<file path="src/rtl/sd_audio_pkg.sv">
// -----------------------------------------------------------------------------
// sd_audio_pkg
//   Shared types and constants for the SD audio playback path.
//
//   sched_state_t  : sector scheduler FSM states
//   SEC_BYTES      : bytes per SD sector (one ping-pong half)
//   WAV_HDR_BYTES  : length of the canonical WAV header at the start of a track
//   BUF_ADDR_W     : byte address width of the 1024-byte ping-pong RAM
// -----------------------------------------------------------------------------
package sd_audio_pkg;

    typedef enum logic [2:0] {
        ST_IDLE,
        ST_WAIT_INIT,
        ST_ISSUE,
        ST_WAIT_DATA,
        ST_RECV,
        ST_NEXT,
        ST_DONE,
        ST_ERR
    } sched_state_t;

    localparam int SEC_BYTES     = 512;
    localparam int WAV_HDR_BYTES = 44;
    localparam int BUF_ADDR_W    = 10;

    // Byte index within one half; the remaining address bit selects the half.
    localparam int BYTE_IDX_W    = BUF_ADDR_W - 1;

    // True while a playback pass is in progress (card init through sector turnaround).
    function automatic logic state_is_active(input sched_state_t s);
        return (s == ST_WAIT_INIT) || (s == ST_ISSUE) || (s == ST_WAIT_DATA) ||
               (s == ST_RECV)      || (s == ST_NEXT);
    endfunction

endpackage

</file>
<file path="src/rtl/sd_req_timer.sv">
// -----------------------------------------------------------------------------
// sd_req_timer
//   Loadable down-counter that bounds how long a sector read request may wait
//   for the SD read engine to acknowledge it.
//
//   i_clk      : clock
//   i_rst      : synchronous reset, active-high
//   i_start    : load LOAD_VAL-1 and start counting (cycle the request is issued)
//   i_clear    : stop the counter (request acknowledged or abandoned)
//   o_expired  : high once LOAD_VAL cycles have elapsed since i_start; stays
//                high until i_clear or a new i_start
// -----------------------------------------------------------------------------
module sd_req_timer #(
    parameter int unsigned LOAD_VAL = 2000000
) (
    input  logic i_clk,
    input  logic i_rst,
    input  logic i_start,
    input  logic i_clear,
    output logic o_expired
);

    localparam int CNT_W = (LOAD_VAL > 1) ? $clog2(LOAD_VAL) : 1;

    // The counter starts at LOAD_VAL-1 so that expiry is flagged during the
    // LOAD_VAL-th cycle after start and acted on at the end of that cycle.
    localparam logic [CNT_W-1:0] LOAD_CNT = CNT_W'(LOAD_VAL - 1);

    logic [CNT_W-1:0] r_cnt;
    logic             r_run;

    // NOTE: clocked state is updated with non-blocking assignments only, so every
    // flop samples the values from before the edge regardless of statement order.
    always_ff @(posedge i_clk) begin
        if (i_rst) begin
            r_cnt <= '0;
            r_run <= 1'b0;
        end else if (i_clear) begin
            r_cnt <= '0;
            r_run <= 1'b0;
        end else if (i_start) begin
            r_cnt <= LOAD_CNT;
            r_run <= 1'b1;
        end else if (r_run && (r_cnt != '0)) begin
            r_cnt <= r_cnt - 1'b1;
        end
    end

    assign o_expired = r_run && (r_cnt == '0);

endmodule

</file>
<file path="src/rtl/sd_play_sched.sv">
// -----------------------------------------------------------------------------
// sd_play_sched
//   Playback sector scheduler. Walks a contiguous sector range, requests each
//   sector from sd_read, steers the returned 512 bytes into one half of a
//   1024-byte ping-pong RAM and throttles reads against consumer drain.
//   Entirely in the SD_clk domain.
//
//   Parameters
//     SEC_W        width of sector address / sector count
//     TIMEOUT_CYC  SD_clk cycles a read request may wait for data_come
//
//   Ports
//     SD_clk, rst            clock, synchronous active-high reset
//     init                   SD card initialised (level)
//     play                   run playback (level); rising edge latches the track
//     loop_en                restart at start_sec after the last sector
//     start_sec, num_sec     track range, sampled on play rising edge
//     read_sec, read_req     sector request to sd_read (held until data_come)
//     data_come              sd_read acknowledge, sector data follows
//     mydata, myvalid        byte stream from sd_read
//     buf_release            one-hot pulse from consumer: half i drained
//     wr_en, wr_addr, wr_data  RAM write port, {half, byte_idx}
//     half_full              half i holds an unread sector
//     playing, done, err     status
//
//   Build option
//     SD_PLAY_SCHED_SKIP_HDR_EN : when defined, bytes 0..43 of the first sector
//     of every pass are written as 8'h00 so the WAV header plays as silence.
// -----------------------------------------------------------------------------
module sd_play_sched
    import sd_audio_pkg::*;
#(
    parameter int          SEC_W       = 32,
    parameter int unsigned TIMEOUT_CYC = 2000000
) (
    input  logic             SD_clk,
    input  logic             rst,
    input  logic             init,
    input  logic             play,
    input  logic             loop_en,
    input  logic [SEC_W-1:0] start_sec,
    input  logic [SEC_W-1:0] num_sec,
    output logic [SEC_W-1:0] read_sec,
    output logic             read_req,
    input  logic             data_come,
    input  logic [7:0]       mydata,
    input  logic             myvalid,
    input  logic [1:0]       buf_release,
    output logic             wr_en,
    output logic [9:0]       wr_addr,
    output logic [7:0]       wr_data,
    output logic [1:0]       half_full,
    output logic             playing,
    output logic             done,
    output logic             err
);

    localparam logic [BYTE_IDX_W-1:0] LAST_BYTE = BYTE_IDX_W'(SEC_BYTES - 1);
    localparam logic [BYTE_IDX_W-1:0] HDR_END   = BYTE_IDX_W'(WAV_HDR_BYTES);

    // ---------------------------------------------------------------- state
    sched_state_t r_state;
    sched_state_t w_next_state;

    logic                  r_play_d;
    logic [SEC_W-1:0]      r_start_sec;
    logic [SEC_W-1:0]      r_num_sec;
    logic [SEC_W-1:0]      r_cur_sec;
    logic [SEC_W-1:0]      r_sec_cnt;
    logic                  r_fill;
    logic [BYTE_IDX_W-1:0] r_byte_cnt;
    logic [1:0]            r_half_full;
    logic [SEC_W-1:0]      r_read_sec;
    logic                  r_read_req;
    logic                  r_wr_en;
    logic [9:0]            r_wr_addr;
    logic [7:0]            r_wr_data;

    // FSM strobes consumed by the datapath
    logic w_play_rise;
    logic w_latch;
    logic w_issue;
    logic w_got_data;
    logic w_timeout;
    logic w_last_byte;
    logic w_loop_restart;
    logic w_timer_expired;
    logic w_byte_in;
    logic w_in_hdr;
    logic [7:0] w_wr_byte;
    logic [1:0] w_set_mask;

    assign w_play_rise = play & ~r_play_d;
    assign w_byte_in   = (r_state == ST_RECV) && myvalid;

    // ---------------------------------------------------------------- timeout
    sd_req_timer #(
        .LOAD_VAL (TIMEOUT_CYC)
    ) u_req_timer (
        .i_clk     (SD_clk),
        .i_rst     (rst),
        .i_start   (w_issue),
        .i_clear   (w_got_data | w_timeout),
        .o_expired (w_timer_expired)
    );

    // ---------------------------------------------------------------- FSM
    always_ff @(posedge SD_clk) begin
        if (rst) begin
            r_state <= ST_IDLE;
        end else begin
            r_state <= w_next_state;
        end
    end

    // NOTE: every signal driven here gets a default before the case statement;
    // a path that leaves one unassigned would infer a latch.
    always_comb begin
        w_next_state   = r_state;
        w_latch        = 1'b0;
        w_issue        = 1'b0;
        w_got_data     = 1'b0;
        w_timeout      = 1'b0;
        w_last_byte    = 1'b0;
        w_loop_restart = 1'b0;

        unique case (r_state)
            ST_IDLE: begin
                if (w_play_rise) begin
                    w_latch      = 1'b1;
                    // num_sec is sampled this very cycle, so test the input.
                    w_next_state = (num_sec == '0) ? ST_DONE : ST_WAIT_INIT;
                end
            end

            ST_WAIT_INIT: begin
                if (!play) begin
                    w_next_state = ST_IDLE;
                end else if (init) begin
                    w_next_state = ST_ISSUE;
                end
            end

            ST_ISSUE: begin
                // Only fetch into a half the consumer has drained.
                if (!play) begin
                    w_next_state = ST_IDLE;
                end else if (!r_half_full[r_fill]) begin
                    w_issue      = 1'b1;
                    w_next_state = ST_WAIT_DATA;
                end
            end

            ST_WAIT_DATA: begin
                // play is ignored here: once requested, sd_read will deliver a
                // full sector and we must consume it.
                if (data_come) begin
                    w_got_data   = 1'b1;
                    w_next_state = ST_RECV;
                end else if (w_timer_expired) begin
                    w_timeout    = 1'b1;
                    w_next_state = ST_ERR;
                end
            end

            ST_RECV: begin
                if (myvalid && (r_byte_cnt == LAST_BYTE)) begin
                    w_last_byte  = 1'b1;
                    w_next_state = ST_NEXT;
                end
            end

            ST_NEXT: begin
                if (!play) begin
                    w_next_state = ST_IDLE;
                end else if (r_sec_cnt == r_num_sec) begin
                    if (loop_en) begin
                        w_loop_restart = 1'b1;
                        w_next_state   = ST_ISSUE;
                    end else begin
                        w_next_state   = ST_DONE;
                    end
                end else begin
                    w_next_state = ST_ISSUE;
                end
            end

            ST_DONE, ST_ERR: begin
                if (!play) begin
                    w_next_state = ST_IDLE;
                end
            end

            default: begin
                w_next_state = ST_IDLE;
            end
        endcase
    end

    // ---------------------------------------------------------------- header mute
`ifdef SD_PLAY_SCHED_SKIP_HDR_EN
    // First sector of a pass carries the WAV header; write it as silence.
    assign w_in_hdr = (r_cur_sec == r_start_sec) && (r_byte_cnt < HDR_END);
`else
    assign w_in_hdr = 1'b0;
`endif

    assign w_wr_byte = w_in_hdr ? 8'h00 : mydata;

    // Half that just received its 512th byte becomes full.
    assign w_set_mask = {w_last_byte & r_fill, w_last_byte & ~r_fill};

    // ---------------------------------------------------------------- datapath
    always_ff @(posedge SD_clk) begin
        if (rst) begin
            r_play_d    <= 1'b0;
            r_start_sec <= '0;
            r_num_sec   <= '0;
            r_cur_sec   <= '0;
            r_sec_cnt   <= '0;
            r_fill      <= 1'b0;
            r_byte_cnt  <= '0;
            r_half_full <= 2'b00;
            r_read_sec  <= '0;
            r_read_req  <= 1'b0;
            r_wr_en     <= 1'b0;
            r_wr_addr   <= '0;
            r_wr_data   <= '0;
        end else begin
            r_play_d <= play;
            r_wr_en  <= 1'b0;

            if (w_latch) begin
                r_start_sec <= start_sec;
                r_num_sec   <= num_sec;
                r_cur_sec   <= start_sec;
                r_sec_cnt   <= '0;
                r_fill      <= 1'b0;
            end

            if (w_issue) begin
                r_read_sec <= r_cur_sec;
                r_read_req <= 1'b1;
            end else if (w_got_data || w_timeout) begin
                r_read_req <= 1'b0;
            end

            if (w_got_data) begin
                r_byte_cnt <= '0;
            end

            // One-cycle write latency from the byte strobe to the RAM port.
            if (w_byte_in) begin
                r_wr_en    <= 1'b1;
                r_wr_addr  <= {r_fill, r_byte_cnt};
                r_wr_data  <= w_wr_byte;
                r_byte_cnt <= r_byte_cnt + 1'b1;
            end

            if (w_last_byte) begin
                r_fill    <= ~r_fill;
                r_sec_cnt <= r_sec_cnt + 1'b1;
                r_cur_sec <= r_cur_sec + 1'b1;
            end

            if (w_loop_restart) begin
                r_cur_sec <= r_start_sec;
                r_sec_cnt <= '0;
            end

            // Set is OR-ed in after the release mask, so a same-cycle set wins.
            if (w_latch) begin
                r_half_full <= 2'b00;
            end else begin
                r_half_full <= (r_half_full & ~buf_release) | w_set_mask;
            end
        end
    end

    // ---------------------------------------------------------------- outputs
    assign read_sec  = r_read_sec;
    assign read_req  = r_read_req;
    assign wr_en     = r_wr_en;
    assign wr_addr   = r_wr_addr;
    assign wr_data   = r_wr_data;
    assign half_full = r_half_full;
    assign playing   = state_is_active(r_state);
    assign done      = (r_state == ST_DONE);
    assign err       = (r_state == ST_ERR);

endmodule

</file>
<file path="config.mk">
export PLATFORM = sky130hd
export DESIGN_NAME = sd_play_sched
export DESIGN_NICKNAME = d
export VERILOG_FILES = /design/src/rtl/sd_audio_pkg.sv /design/src/rtl/sd_req_timer.sv /design/src/rtl/sd_play_sched.sv
export SDC_FILE = /design/constraint.sdc
export NUM_CORES = 1
export LEC_CHECK = 0
export CAP_MARGIN = 15
export CORE_ASPECT_RATIO = 1.75
export CORE_MARGIN = 2
export CORE_UTILIZATION = 55
export CTS_CLUSTER_DIAMETER = 200
export DETAILED_ROUTE_END_ITERATION = 8
export PLACE_DENSITY_LB_ADDON = 0.08
export REMOVE_ABC_BUFFERS = 1
export SLEW_MARGIN = 20
export SYNTH_ARGS = -nofsm -noshare
export SYNTH_HDL_FRONTEND = slang
export SYNTH_HIERARCHICAL = 1
export SYNTH_SLANG_ARGS = --single-unit
</file>
<file path="constraint.sdc">
create_clock -name SD_clk -period 8.19 [get_ports SD_clk]
set_clock_uncertainty 0.1 [all_clocks]
set_input_delay 2.0475 -clock SD_clk [delete_from_list [all_inputs] [get_ports SD_clk]]
set_output_delay 2.0475 -clock SD_clk [all_outputs]
set_load 0.02 [all_outputs]
</file>
==> qor.yml <==
status: "finished, final reports clean"
synth.most_common_cell: "nand2_1"
num_vias: 9317
portBuffers: 137
final_nets: 1449
die_y_um: 182
rr_endpoint: "r_sec_cnt[26]"
numCtsBuffers: 20
rr_startpoint: "r_state[2]"
p_seq_share_pct: 42.4
seq_area_frac_synth_pct: 43.8
cts_tree: "yes"
fin_util_pct: 67.6
cts_setup_buffers: 0
reg2regPathDepth: 6
critPathKind: "in2reg"
antennaDiodeCount: 0
dp.cells: 1574
grt_max_degree: 101
clock_power_share_pct: 32.4
cts-root-buf: "clkbuf_16"
maxCapViolations: 0
viasPerCell: 5.79
ant_nets: 0
relSlewSlack_pct: 31.1
fillers: 1531
dp_hpwl_mm: 18.0
hold_path.class: "reg2reg"
core-area_um2: 17900
crit_path_start_kind: "input pin"
hold_viol: 0
combPwrFrac_pct: 25.3
syn_inst: 1271
dr.first_iter.drc_count: 465
p_switching_mw: 1.01
worst_pin_slew_ns: 1.03
clock-sinks: 218
grt_setup_unrepaired: "false"
postSynthAreaPerCell_um2: 7.83
synth_top_area_cell: "dfxtp_1"
ios: 138
syn_area_um2: 9960
dieArea_um2: 19200
swShare_pct: 32.8
p_int_mw: 2.08
cts_resized: 0
ff_latch_area_um2: 4360
synth_top_area_share_pct: 43.8
hold_slack_ns: 0.351
grt_pass1_vias: 9003
syn2layout_area_growth_pct: 21.5
crit_path_end_kind: "flip-flop"
die_w_um: 106
yosys_most_used_dff: "dfxtp_1"
drt_wl_total_mm: 26.4
crit_arrival_ns: 5.00
p_per_area_nw_per_um2: 255
synth_cell_types: 59
crit_required_ns: 8.43
ys.warnings.count: 6
post_dp_cell_area_um2: 11400
hold_end: "read_sec[27]"
ys_ff_latch: 218
grt_remaining_overflow: 0
gr-usage-all-layers_pct: 27.4
place_congestion: 0.898
final_cells: 1608
ys_top_cells_by_area: "dfxtp_1, nand2_1, a21oi_1"
synth_common_cells: "nand2_1, dfxtp_1, a21oi_1"
num_rows: 65
finalPower_mw: 3.09
fin_crit_sh_pct: 58.0
r2r_setup_slack_ns: 4.77
setup_violations: 0
hold_buffers: 0
fmax_mhz: 210
drc: 0
firstDrtPassIters: 7
min_path_cells: 2
drive_above_1_share_pct: 4.66
cts_htree_levels: 1
leakage_nw: 3.98
antenna_found_initial: 0
ir_drop_v: 0.000263
async_reset_ff_share_pct: 0
final_max_slew_viol_count: 0
critical_path.max_fanout: 32
start_util_pct: 55.6
final_area_um2: 12100
worstSkewPairLatency_ns: 0.50
hp-start: "read_sec[27]"
period_minus_slack_ns: 4.75
clk_path_buf_depth: 3
routedWlPerCell_um: 16.4
grt_first_pass_wirelength_mm: 43.5
clkTransAtPathRegs_ns: 0.07
multi_input_area_um2: 5240
synth_edf_count: 0
sequential cells by signal, indices dropped and copies added, names as in the netlist, 2 cells and up:
| register | count |
|---|---|
| r_byte_cnt | 9 |
| r_sec_cnt | 32 |
| u_req_timer/r_cnt | 21 |
| r_num_sec | 32 |
| r_start_sec | 32 |
| read_sec | 32 |
| r_state | 3 |
| wr_data | 8 |
| wr_addr | 10 |
| half_full | 2 |
| r_cur_sec | 32 |
worst max-delay path, stage by stage:
cell and delay [ns]:
clkdlybuf4s50_1 0.60, nand3b_1 0.14, or4_1 0.53, nor3_1 0.33, nand4_1 0.13, buf_4 0.29
nand2b_1 0.78, nor2_1 0.12
layer usage:
layer / vias to the layer above / track usage (%) / share of wire [%]
li1: 4599 / - / -
met1: 4393 / 30.3 / 38
met2: 252 / 51.8 / 54
met3: 73 / 2.26 / 3.7
met4: 0 / 12.8 / 4.5
met5: - / 0 / 0
how the worst max path moves through the flow:
stage | from | end | slack, ns | cells after the start
5_1_grt | play | r_sec_cnt[25] | 3.16 | 8
6_report | play | r_sec_cnt[25] | 3.44 | 8
3_5_place_dp | play | r_sec_cnt[25] | 2.93 | 8
2_1_floorplan | play | r_cur_sec[30] | -1.90 | 6
4_1_cts | play | r_sec_cnt[25] | 3.46 | 8
3_3_place_gp | play | r_sec_cnt[18] | 3.02 | 8
power by group through the flow:
stage | combinational (mW) | clock (mW) | sequential [mW]
3_3_place_gp | 0.768 | 0 | 1.33
4_1_cts | 0.784 | 1.02 | 1.31
2_1_floorplan | 0.531 | 0 | 1.30
5_1_grt | 0.872 | 1.06 | 1.32
3_5_place_dp | 0.779 | 0 | 1.33
6_report | 0.780 | 0.999 | 1.31
cells in the final DEF, fill, tap and decap left out, types with 8 or more instances in the layout:
cell	n
a21boi_0	8
a21oi_1	158
a31oi_1	16
a41oi_1	22
and2_1	9
and3_1	12
buf_4	10
clkbuf_16	21
clkdlybuf4s50_1	136
dfxtp_1	218
inv_1	15
nand2_1	320
nand3_1	68
nand3b_1	12
nand4_1	30
nor2_1	66
nor3_1	17
nor4_1	21
o211ai_1	12
o21a_1	11
o21ai_0	12
or3_1	14
xnor2_1	54
xor2_1	18
layout make-up:
type / count / share of cell area (%)
inverter: 15 / 0.465
sequential: 218 / 36.1
clock buffer: 30 / 5.04
timing repair buffer: 146 / 11.9
tap: 234 / 2.42
clock inverter: 4 / 0.786
multi-input combinational: 961 / 43.3
stage by stage:
step	setup WS (ns)	setup TNS [ns]
after floorplan	-1.90	-71.32
after global placement	3.02	0
after detailed placement	2.93	0
after CTS	3.46	0
after global routing	3.16	0
final	3.44	0
logic make-up after synthesis:
logic type	after synthesis	synth area share (%)
muxes	12	1.28
buffers and inverters	92	3.63
DFF	218	43.8
xor gates and xnor gates	72	6.33
adders and majority gates	6	0.754
AOI/OAI and AO/OA	264	15.9
and+or+nand+nor	607	28.2
Note: power is estimated with default switching activity, not from simulation.
